### config.mk
export PLATFORM = sky130hd
export DESIGN_NAME = mvm_mac_flat
export DESIGN_NICKNAME = d
export VERILOG_FILES = /design/src/rtl/mvm_mac_if.sv /design/src/rtl/mvm_mac.sv /design/src/flat_wrapper.sv
export SDC_FILE = /design/constraint.sdc
export NUM_CORES = 2
export LEC_CHECK = 0
export ABC_AREA = 1
export CAP_MARGIN = 20
export CORE_ASPECT_RATIO = 1.75
export CORE_MARGIN = 8
export CORE_UTILIZATION = 60
export DETAILED_ROUTE_END_ITERATION = 8
export PLACE_DENSITY_LB_ADDON = 0.08
export SLEW_MARGIN = 40
export SYNTH_ARGS = -nofsm -noshare
export SYNTH_HDL_FRONTEND = slang
export SYNTH_SLANG_ARGS = --single-unit
### constraint.sdc
create_clock -name clk -period 7.6 [get_ports clk]
set_input_delay 0.76 -clock clk [delete_from_list [all_inputs] [get_ports clk]]
set_output_delay 0.76 -clock clk [all_outputs]
set_load 0.005 [all_outputs]
### src/rtl/mvm_mac_if.sv
// Operand/result handshake bundle for mvm_mac.
// master: operand source and result sink; slave: mvm_mac.
interface mvm_mac_if #(
  parameter int MATRIX_ROWS = 6,
  parameter int SHARED_DIM  = 3,
  parameter int DATA_W      = 8,
  parameter int ACC_W       = 20
);
  logic                                    in_valid;
  logic                                    in_ready;
  logic [MATRIX_ROWS*SHARED_DIM*DATA_W-1:0] matrix;
  logic [SHARED_DIM*DATA_W-1:0]            vector;
  logic                                    relu_en;
  logic [MATRIX_ROWS*ACC_W-1:0]            result;
  logic                                    out_valid;
  logic                                    out_ready;
  logic                                    busy;

  modport master (
    output in_valid, matrix, vector, relu_en, out_ready,
    input  in_ready, result, out_valid, busy
  );

  modport slave (
    input  in_valid, matrix, vector, relu_en, out_ready,
    output in_ready, result, out_valid, busy
  );
endinterface

### src/rtl/mvm_mac.sv
// Matrix-vector multiply: one column per cycle, all rows in parallel.
// Ports: clk, reset (sync, active-high), bus (mvm_mac_if.slave).
module mvm_mac #(
  parameter int MATRIX_ROWS = 6,
  parameter int SHARED_DIM  = 3,
  parameter int DATA_W      = 8,
  parameter int ACC_W       = 20
) (
  input  logic      clk,
  input  logic      reset,
  mvm_mac_if.slave  bus
);
  localparam int CW = (SHARED_DIM > 1) ? $clog2(SHARED_DIM) : 1;
  localparam int PW = 2 * DATA_W;

  typedef enum logic [1:0] {
    IDLE,
    COMPUTE,
    DONE
  } state_e;

  state_e state_q, state_d;
  logic [CW-1:0] col_q, col_d;
  logic relu_q, relu_d;
  logic [ACC_W-1:0] acc_q [MATRIX_ROWS];
  logic [ACC_W-1:0] acc_d [MATRIX_ROWS];
  logic signed [DATA_W-1:0] mat_q [MATRIX_ROWS][SHARED_DIM];
  logic signed [DATA_W-1:0] mat_d [MATRIX_ROWS][SHARED_DIM];
  logic signed [DATA_W-1:0] vec_q [SHARED_DIM];
  logic signed [DATA_W-1:0] vec_d [SHARED_DIM];
  logic signed [PW-1:0] prod [MATRIX_ROWS];

  always_ff @(posedge clk) begin
    if (reset) begin
      state_q <= IDLE;
      col_q   <= '0;
      relu_q  <= 1'b0;
      for (int r = 0; r < MATRIX_ROWS; r++) begin
        acc_q[r] <= '0;
        for (int c = 0; c < SHARED_DIM; c++)
          mat_q[r][c] <= '0;
      end
      for (int c = 0; c < SHARED_DIM; c++)
        vec_q[c] <= '0;
    end else begin
      state_q <= state_d;
      col_q   <= col_d;
      relu_q  <= relu_d;
      acc_q   <= acc_d;
      mat_q   <= mat_d;
      vec_q   <= vec_d;
    end
  end

  always_comb begin
    for (int r = 0; r < MATRIX_ROWS; r++)
      prod[r] = mat_q[r][col_q] * vec_q[col_q];
  end

  always_comb begin
    state_d = state_q;
    col_d   = col_q;
    relu_d  = relu_q;
    acc_d   = acc_q;
    mat_d   = mat_q;
    vec_d   = vec_q;
    unique case (state_q)
      IDLE: begin
        if (bus.in_valid) begin
          for (int r = 0; r < MATRIX_ROWS; r++) begin
            acc_d[r] = '0;
            for (int c = 0; c < SHARED_DIM; c++)
              mat_d[r][c] =
                bus.matrix[(r*SHARED_DIM+c)*DATA_W +: DATA_W];
          end
          for (int c = 0; c < SHARED_DIM; c++)
            vec_d[c] = bus.vector[c*DATA_W +: DATA_W];
          relu_d  = bus.relu_en;
          col_d   = '0;
          state_d = COMPUTE;
        end
      end
      COMPUTE: begin
        // Sign-extend the full product, then wrap into ACC_W.
        for (int r = 0; r < MATRIX_ROWS; r++)
          acc_d[r] = acc_q[r]
            + {{(ACC_W-PW){prod[r][PW-1]}}, prod[r]};
        if (col_q == CW'(SHARED_DIM - 1)) begin
          state_d = DONE;
        end else begin
          col_d = col_q + CW'(1);
        end
      end
      DONE: begin
        if (bus.out_ready)
          state_d = IDLE;
      end
      default: state_d = IDLE;
    endcase
  end

  always_comb begin
    bus.in_ready  = (state_q == IDLE);
    bus.out_valid = (state_q == DONE);
    bus.busy      = (state_q != IDLE);
    bus.result    = '0;
    if (state_q == DONE) begin
      for (int r = 0; r < MATRIX_ROWS; r++) begin
        if (!(relu_q && acc_q[r][ACC_W-1]))
          bus.result[r*ACC_W +: ACC_W] = acc_q[r];
      end
    end
  end
endmodule
### src/flat_wrapper.sv
// flat-port wrapper written by rule: the top's interface ports become plain ports
module mvm_mac_flat 
#(
  parameter int MATRIX_ROWS = 6,
  parameter int SHARED_DIM  = 3,
  parameter int DATA_W      = 8,
  parameter int ACC_W       = 20
)
  (clk, reset, bus_in_valid, bus_matrix, bus_vector, bus_relu_en, bus_out_ready, bus_in_ready, bus_result, bus_out_valid, bus_busy);
  mvm_mac_if #(.MATRIX_ROWS(MATRIX_ROWS), .SHARED_DIM(SHARED_DIM), .DATA_W(DATA_W), .ACC_W(ACC_W)) bus_i ();
  input  logic clk;
  input  logic reset;
  input wire logic [$bits(bus_i.in_valid)-1:0] bus_in_valid;
  input wire logic [$bits(bus_i.matrix)-1:0] bus_matrix;
  input wire logic [$bits(bus_i.vector)-1:0] bus_vector;
  input wire logic [$bits(bus_i.relu_en)-1:0] bus_relu_en;
  input wire logic [$bits(bus_i.out_ready)-1:0] bus_out_ready;
  output wire logic [$bits(bus_i.in_ready)-1:0] bus_in_ready;
  output wire logic [$bits(bus_i.result)-1:0] bus_result;
  output wire logic [$bits(bus_i.out_valid)-1:0] bus_out_valid;
  output wire logic [$bits(bus_i.busy)-1:0] bus_busy;
  assign bus_i.in_valid = bus_in_valid;
  assign bus_i.matrix = bus_matrix;
  assign bus_i.vector = bus_vector;
  assign bus_i.relu_en = bus_relu_en;
  assign bus_i.out_ready = bus_out_ready;
  assign bus_in_ready = bus_i.in_ready;
  assign bus_result = bus_i.result;
  assign bus_out_valid = bus_i.out_valid;
  assign bus_busy = bus_i.busy;
  mvm_mac #(.MATRIX_ROWS(MATRIX_ROWS), .SHARED_DIM(SHARED_DIM), .DATA_W(DATA_W), .ACC_W(ACC_W)) u_core (.clk(clk), .reset(reset), .bus(bus_i));
endmodule
After elaboration in Yosys (flattened, before gate mapping)
Cells that the tools add are included.
{"block": "word_totals", "reg_bits": 293, "wordCells": 102, "output_inout_bits": 123}
{"block": "op_classes", "reduce_logical": 13, "mux": 37, "n_addsub": 7, "n_lt_le_gt_ge": 1, "n_mul": 6, "n_eq_ne": 7, "n_bitwise": 1}
{"operator": "$mux W120", "n": 2}
{"operator": "$pmux W120 S2", "n": 1}
{"operator": "$add A20 B20 Y20", "n": 6}
{"operator": "$mux W20", "n": 6}
{"operator": "$bmux W8 S2", "n": 7}
{"operator": "$mux W8", "n": 14}
{"operator": "$mul A8 B8 Y16", "n": 6}
{"operator": "$mux W2", "n": 5}
{"operator": "$logic_and A1 B1 Y1", "n": 6}
{"operator": "$ne A2 B2 Y1 const B", "n": 3}
{"operator": "$pmux W2 S3", "n": 1}
{"operator": "$reduce_and A3 Y1", "n": 2}
{"operator": "$eq A2 B2 Y1 const B", "n": 2}
{"operator": "$pmux W2 S2", "n": 1}
{"operator": "$reduce_and A2 Y1", "n": 2}
{"operator": "$reduce_bool A2 Y1", "n": 2}
{"operator": "$ge A3 B3 Y1 const B", "n": 1}
{"operator": "$not A2 Y3", "n": 1}
{"operator": "$add A2 B1 Y2 const B", "n": 1}
{"operator": "$eq A2 B1 Y1 const B", "n": 1}
{"operator": "$logic_not A2 Y1", "n": 1}
{"operator": "$ne A2 B1 Y1 const B", "n": 1}

Logic depth before layout (Yosys ltp)
{"block": "depth", "ltp_word": 7, "ltp_mapped": 38}

Least setup slack after synthesis
Ideal clock, no wire load.
{"block": "synth_timing", "kind": "flip-flop to flip-flop", "startpoint": "register u_core.col_q[1]", "endpoint": "register u_core.acc_q[74] (netlist bit)", "path_buffers": 2, "setup_time_ps": 132, "setup_slack_ps": 1630, "required_ps": 7468, "arrival_time_ps": 5838, "synth_period_minus_slack_ps": 5970, "path_stages_with_launch": 28, "cell_sequence": "dfxtp_1 > nor2_1 > buf_4 > a221oi_4 > inv_2 > clkbuf_1 > nor2_1 > fa_1 > fa_1 > fa_1 > inv_1 > fa_1 > inv_1 > ha_1 > nand2_1 > nor3_1 > a21oi_1 > o211ai_1 > xnor2_1 > inv_1 > ha_1 > a21o_1 > o21bai_1 > nor2_1 > nand2_1 > or2_2 > nand3_1 > a21oi_1"}
{"block": "synth_between", "elab_chain_len": 7}
{"item": "start: declaration", "line": "mvm_mac.sv:23", "source": "logic [CW-1:0] col_q, col_d;"}
{"item": "start signal: assignment", "line": "mvm_mac.sv:47", "source": "col_q <= col_d;"}
{"item": "$not A2 Y3 (implied by the code) (*)", "line": "mvm_mac.sv:57", "source": "prod[r] = mat_q[r][col_q] * vec_q[col_q];"}
{"item": "$bmux W8 S2", "line": "mvm_mac.sv:57"}
{"item": "$mux W8 (implied by the code) (2 in a row)", "line": "mvm_mac.sv:57"}
{"item": "$mul A8 B8 Y16 (*)", "line": "mvm_mac.sv:57"}
{"item": "$add A20 B20 Y20 (*)", "line": "mvm_mac.sv:87", "source": "+ {{(ACC_W-PW){prod[r][PW-1]}}, prod[r]};"}
{"item": "$pmux W120 S2 (*)", "line": "mvm_mac.sv:67", "source": "unique case (state_q)"}
{"item": "end signal: indexed assignment", "line": "mvm_mac.sv:39", "source": "acc_q[r] <= '0;"}
{"item": "end signal: assignment", "line": "mvm_mac.sv:49", "source": "acc_q <= acc_d;"}
{"item": "end: declaration", "line": "mvm_mac.sv:25", "source": "logic [ACC_W-1:0] acc_q [MATRIX_ROWS];"}
Mark *: on every way between the ends. The rest lies on a longest branch, timed or not. The select of a mux whose other input is x is not followed.
A chain may end at the register's enable or synchronous reset.

Worst setup path in the final report
{"block": "layout_timing", "startpoint": "register u_core.col_q[0]", "endpoint": "register u_core.acc_q[115] (netlist bit)"}
The elaborated chain is that of the path after synthesis.

==> results.md <==
* Status: finished, final reports clean
* Avg Vias per Cell at approximately 5.5
* GR Util met2 at about 56%
* Final Max Tran Viols at 0
* Critical Path End Type: flip-flop
* Pre-antenna DRT Iters at 6
* Layout Skew at between 20 and 30 ps
* Rel. slew slack at about two fifths
* Die area at roughly 64000 µm²
* Worst setup path start: u_core.col_q[0]$_SDFFE_PP0P_
* Max cap viols at 0
* Type of the worst setup path: reg2reg
* Port bufs at 295
* Most Crowded Layer GR: met2
* CTS tree: yes
* Initial Utilization at about three fifths
* Clock sink count at slightly below 300
* Worst-path clk slew at approximately 70 ps
* Critical Path Max Stage Delay at between 500 and 600 ps
* Clock Path Buffers at 3
* Tot GR Track Use at between 30% and 40%
* Slowest cell on crit path: a221oi_1
* Crit path to: u_core.acc_q[115]$_SDFFE_PP0P_
* DR WL/cell at about 17 µm
* Number of global-route vias before repair at between 30k and 40k
* Initial antenna violation count at 0
* Register area share after synthesis at between 10% and 20%
* Top cells by area, synth: fa_1 (20%), dfxtp_1 (17%), ha_1 (11%)
* Setup TNS at 0 ps
* Die W at ~200 µm
* Fmax at 139.7 MHz
* Worst Path Arrival at between 7000 and 8000 ps
* RSZ-0062 raised after global routing: false
* HPWL Detailed at 81300 µm
* Most frequent cells in the layout: nor2_1 (896), nand2_1 (874), inv_1 (811), a21oi_1 (422), fa_1 (336)
* DIE HEIGHT at between 300 and 400 µm
* Number of diodes at 0
* EDFF count, synth at 0
* Clock latency on the worst-skew pair at roughly 600 ps
* Area leader, netlist: fa_1
* Antenna Nets Post-Route at 0
* Crit start category: flip-flop
* Net Count, Synth at 5722
* Overall routed net length at between 100000 and 150000 µm
* FF-to-FF path depth at 32
* Global-route wire length before repair at ~160000 µm
* Layout fillers at 5095
* R2R Setup Slk at approximately 440 ps
* Final setup fails at 0
* Distinct cell type count of the synthesized netlist at 39
* Share of synthesized flip-flops with an asynchronous set or reset at 0%
* Most common cell after layout, fill and taps aside: nor2_1
* Largest net degree at the start of global routing at around 130
* Post-synth top flop: dfxtp_1
* Critical path peak fanout at 27
* Data required time at the worst endpoint at just over 8000 ps
* Met1 Use GR at between 30% and 40%
* FF-to-FF Start: u_core.col_q[0]$_SDFFE_PP0P_
* Critical Path Most Common Cell: nand2_1
* Hold-fix buffers at CTS at 0
* Cell count after synthesis at ~4.9k
* Final Critical Period at approximately 7000 ps
* Area delta synth->final at 13.73%
* Routability Congestion at roughly 1
* Synth Warn # at 0
* Worst-Margin Slew at 895.1 ps
* Hold Violations, Final at 0
* Seq cells post-synth at just under 300
* Final nets at a little under 6k
* Cell Area, Synth at roughly 34000 µm²
* DRC at 0
* Placeable Area at approximately 56000 µm²
* Via count at roughly 32k
* CTS Buf Count at 28
* Worst flop-to-flop path endpoint: u_core.acc_q[115]$_SDFFE_PP0P_
* Layout cells sized above 1 at approximately 3.2%
* Top-level port count at 296
* Hold WC Path Type: reg2reg
* Initial DRC Count at about 1.7k
* Met3 Track Usage GR at about 4.2%
* Post-synth top area share at approximately a fifth
* Gr ovfl total at 0
* Root Buffer: clkbuf_16
* Avg Cell Area, Syn at approximately 7 µm²
* Fin crit share at around 94%
* Cell row count at between 100 and 150
* CTS HTree Levels at 1
cell type report:
class                           instances  area [µm²]  share of cell area (%)
Inverter                              822        3095                   8.077
Multi-Input combinational cell       3633       24110                   62.92
Clock buffer                           37       795.8                   2.076
Clock inverter                         13       157.7                  0.4114
Timing Repair Buffer                  345        3417                   8.916
Sequential cell                       293        5867                   15.31
Tap cell                              702       878.3                   2.292
cell families (layout without fill, tap and decap cells):
logic type	after synthesis	count (layout)	share of synthesized area [%]
compound gates	894	894	14.58
xor+xnor	64	64	1.663
fa+ha+maj	631	631	30.91
buf+inv	992	1217	11.28
flops	293	293	17.41
simple gates	2044	2044	24.15
what timing repair did:
item | in CTS | in global routing
buffers inserted | 0 | 0
endpoints found under the setup margin | 0 | 5
resized for setup | 0 | 4
sequential cells by signal, indices dropped and copies added (netlist names):
register        cells
u_core.mat_q      144
u_core.acc_q      120
u_core.vec_q       24
u_core.col_q        2
u_core.state_q      2
u_core.relu_q       1
worst min path at each step:
stage	start	endpoint	slack (ps)	depth (start not counted)
after global placement	u_core.mat_q[96]$_SDFFE_PP0P_	u_core.mat_q[96]$_SDFFE_PP0P_	430	2
after detailed placement	u_core.mat_q[96]$_SDFFE_PP0P_	u_core.mat_q[96]$_SDFFE_PP0P_	440	2
after CTS	u_core.mat_q[96]$_SDFFE_PP0P_	u_core.mat_q[96]$_SDFFE_PP0P_	450	2
final	u_core.mat_q[96]$_SDFFE_PP0P_	u_core.mat_q[96]$_SDFFE_PP0P_	450	2
after global routing	u_core.mat_q[116]$_SDFFE_PP0P_	u_core.mat_q[116]$_SDFFE_PP0P_	480	2
after floorplan	u_core.mat_q[0]$_SDFFE_PP0P_	u_core.mat_q[0]$_SDFFE_PP0P_	420	2
metrics by stage:
stage	area, µm²	utilization, %	std cells	setup WS [ps]	hold slack [ps]
6_report	38320	68.64	5845	442.5	451.9
5_1_grt	38320	68.64	5845	9.633	476.7
4_1_cts	38290	68.59	5844	363.1	452.1
3_5_place_dp	37340	66.88	5794	390.4	441.3
3_3_place_gp	37300	66.80	5793	487.7	435.0
2_1_floorplan	33700	-	4918	1630	424.4
cells in the mapped netlist, drive strengths merged (5+ instances only):
master,instances
a211o,6
a21o,21
a21oi,422
a221oi,19
a31oi,23
and2,5
buf,64
clkbuf,106
dfxtp,293
fa,336
ha,295
inv,822
nand2,876
nand3,181
nand3b,14
nand4,23
nor2,904
nor3,10
nor4,5
o211ai,6
o21a,27
o21ai,339
o21bai,20
o221ai,8
or2,26
xnor2,26
xor2,38
critical path: cells and delay by family (launching register included):
| family | cells | cell delay, ps |
|---|---|---|
| AO/OA/AOI/OAI | 8 | 1450 |
| XOR/XNOR | 1 | 390 |
| adder cells (fa/ha/maj) | 6 | 2600 |
| buffers and inverters | 7 | 1140 |
| flip-flops | 1 | 360 |
| AND/OR/NAND/NOR | 10 | 1040 |
layer usage:
metal / part of all wire, % / routed length, µm
met2: 49 / 49640
met1: 40 / 39910
met4: 4.6 / 4665
met5: 0 / 0
met3: 6.2 / 6205
Power is left out: the tool's default activity adds up to more than one toggle a clock period on the data nets, which glitch-free logic cannot reach.
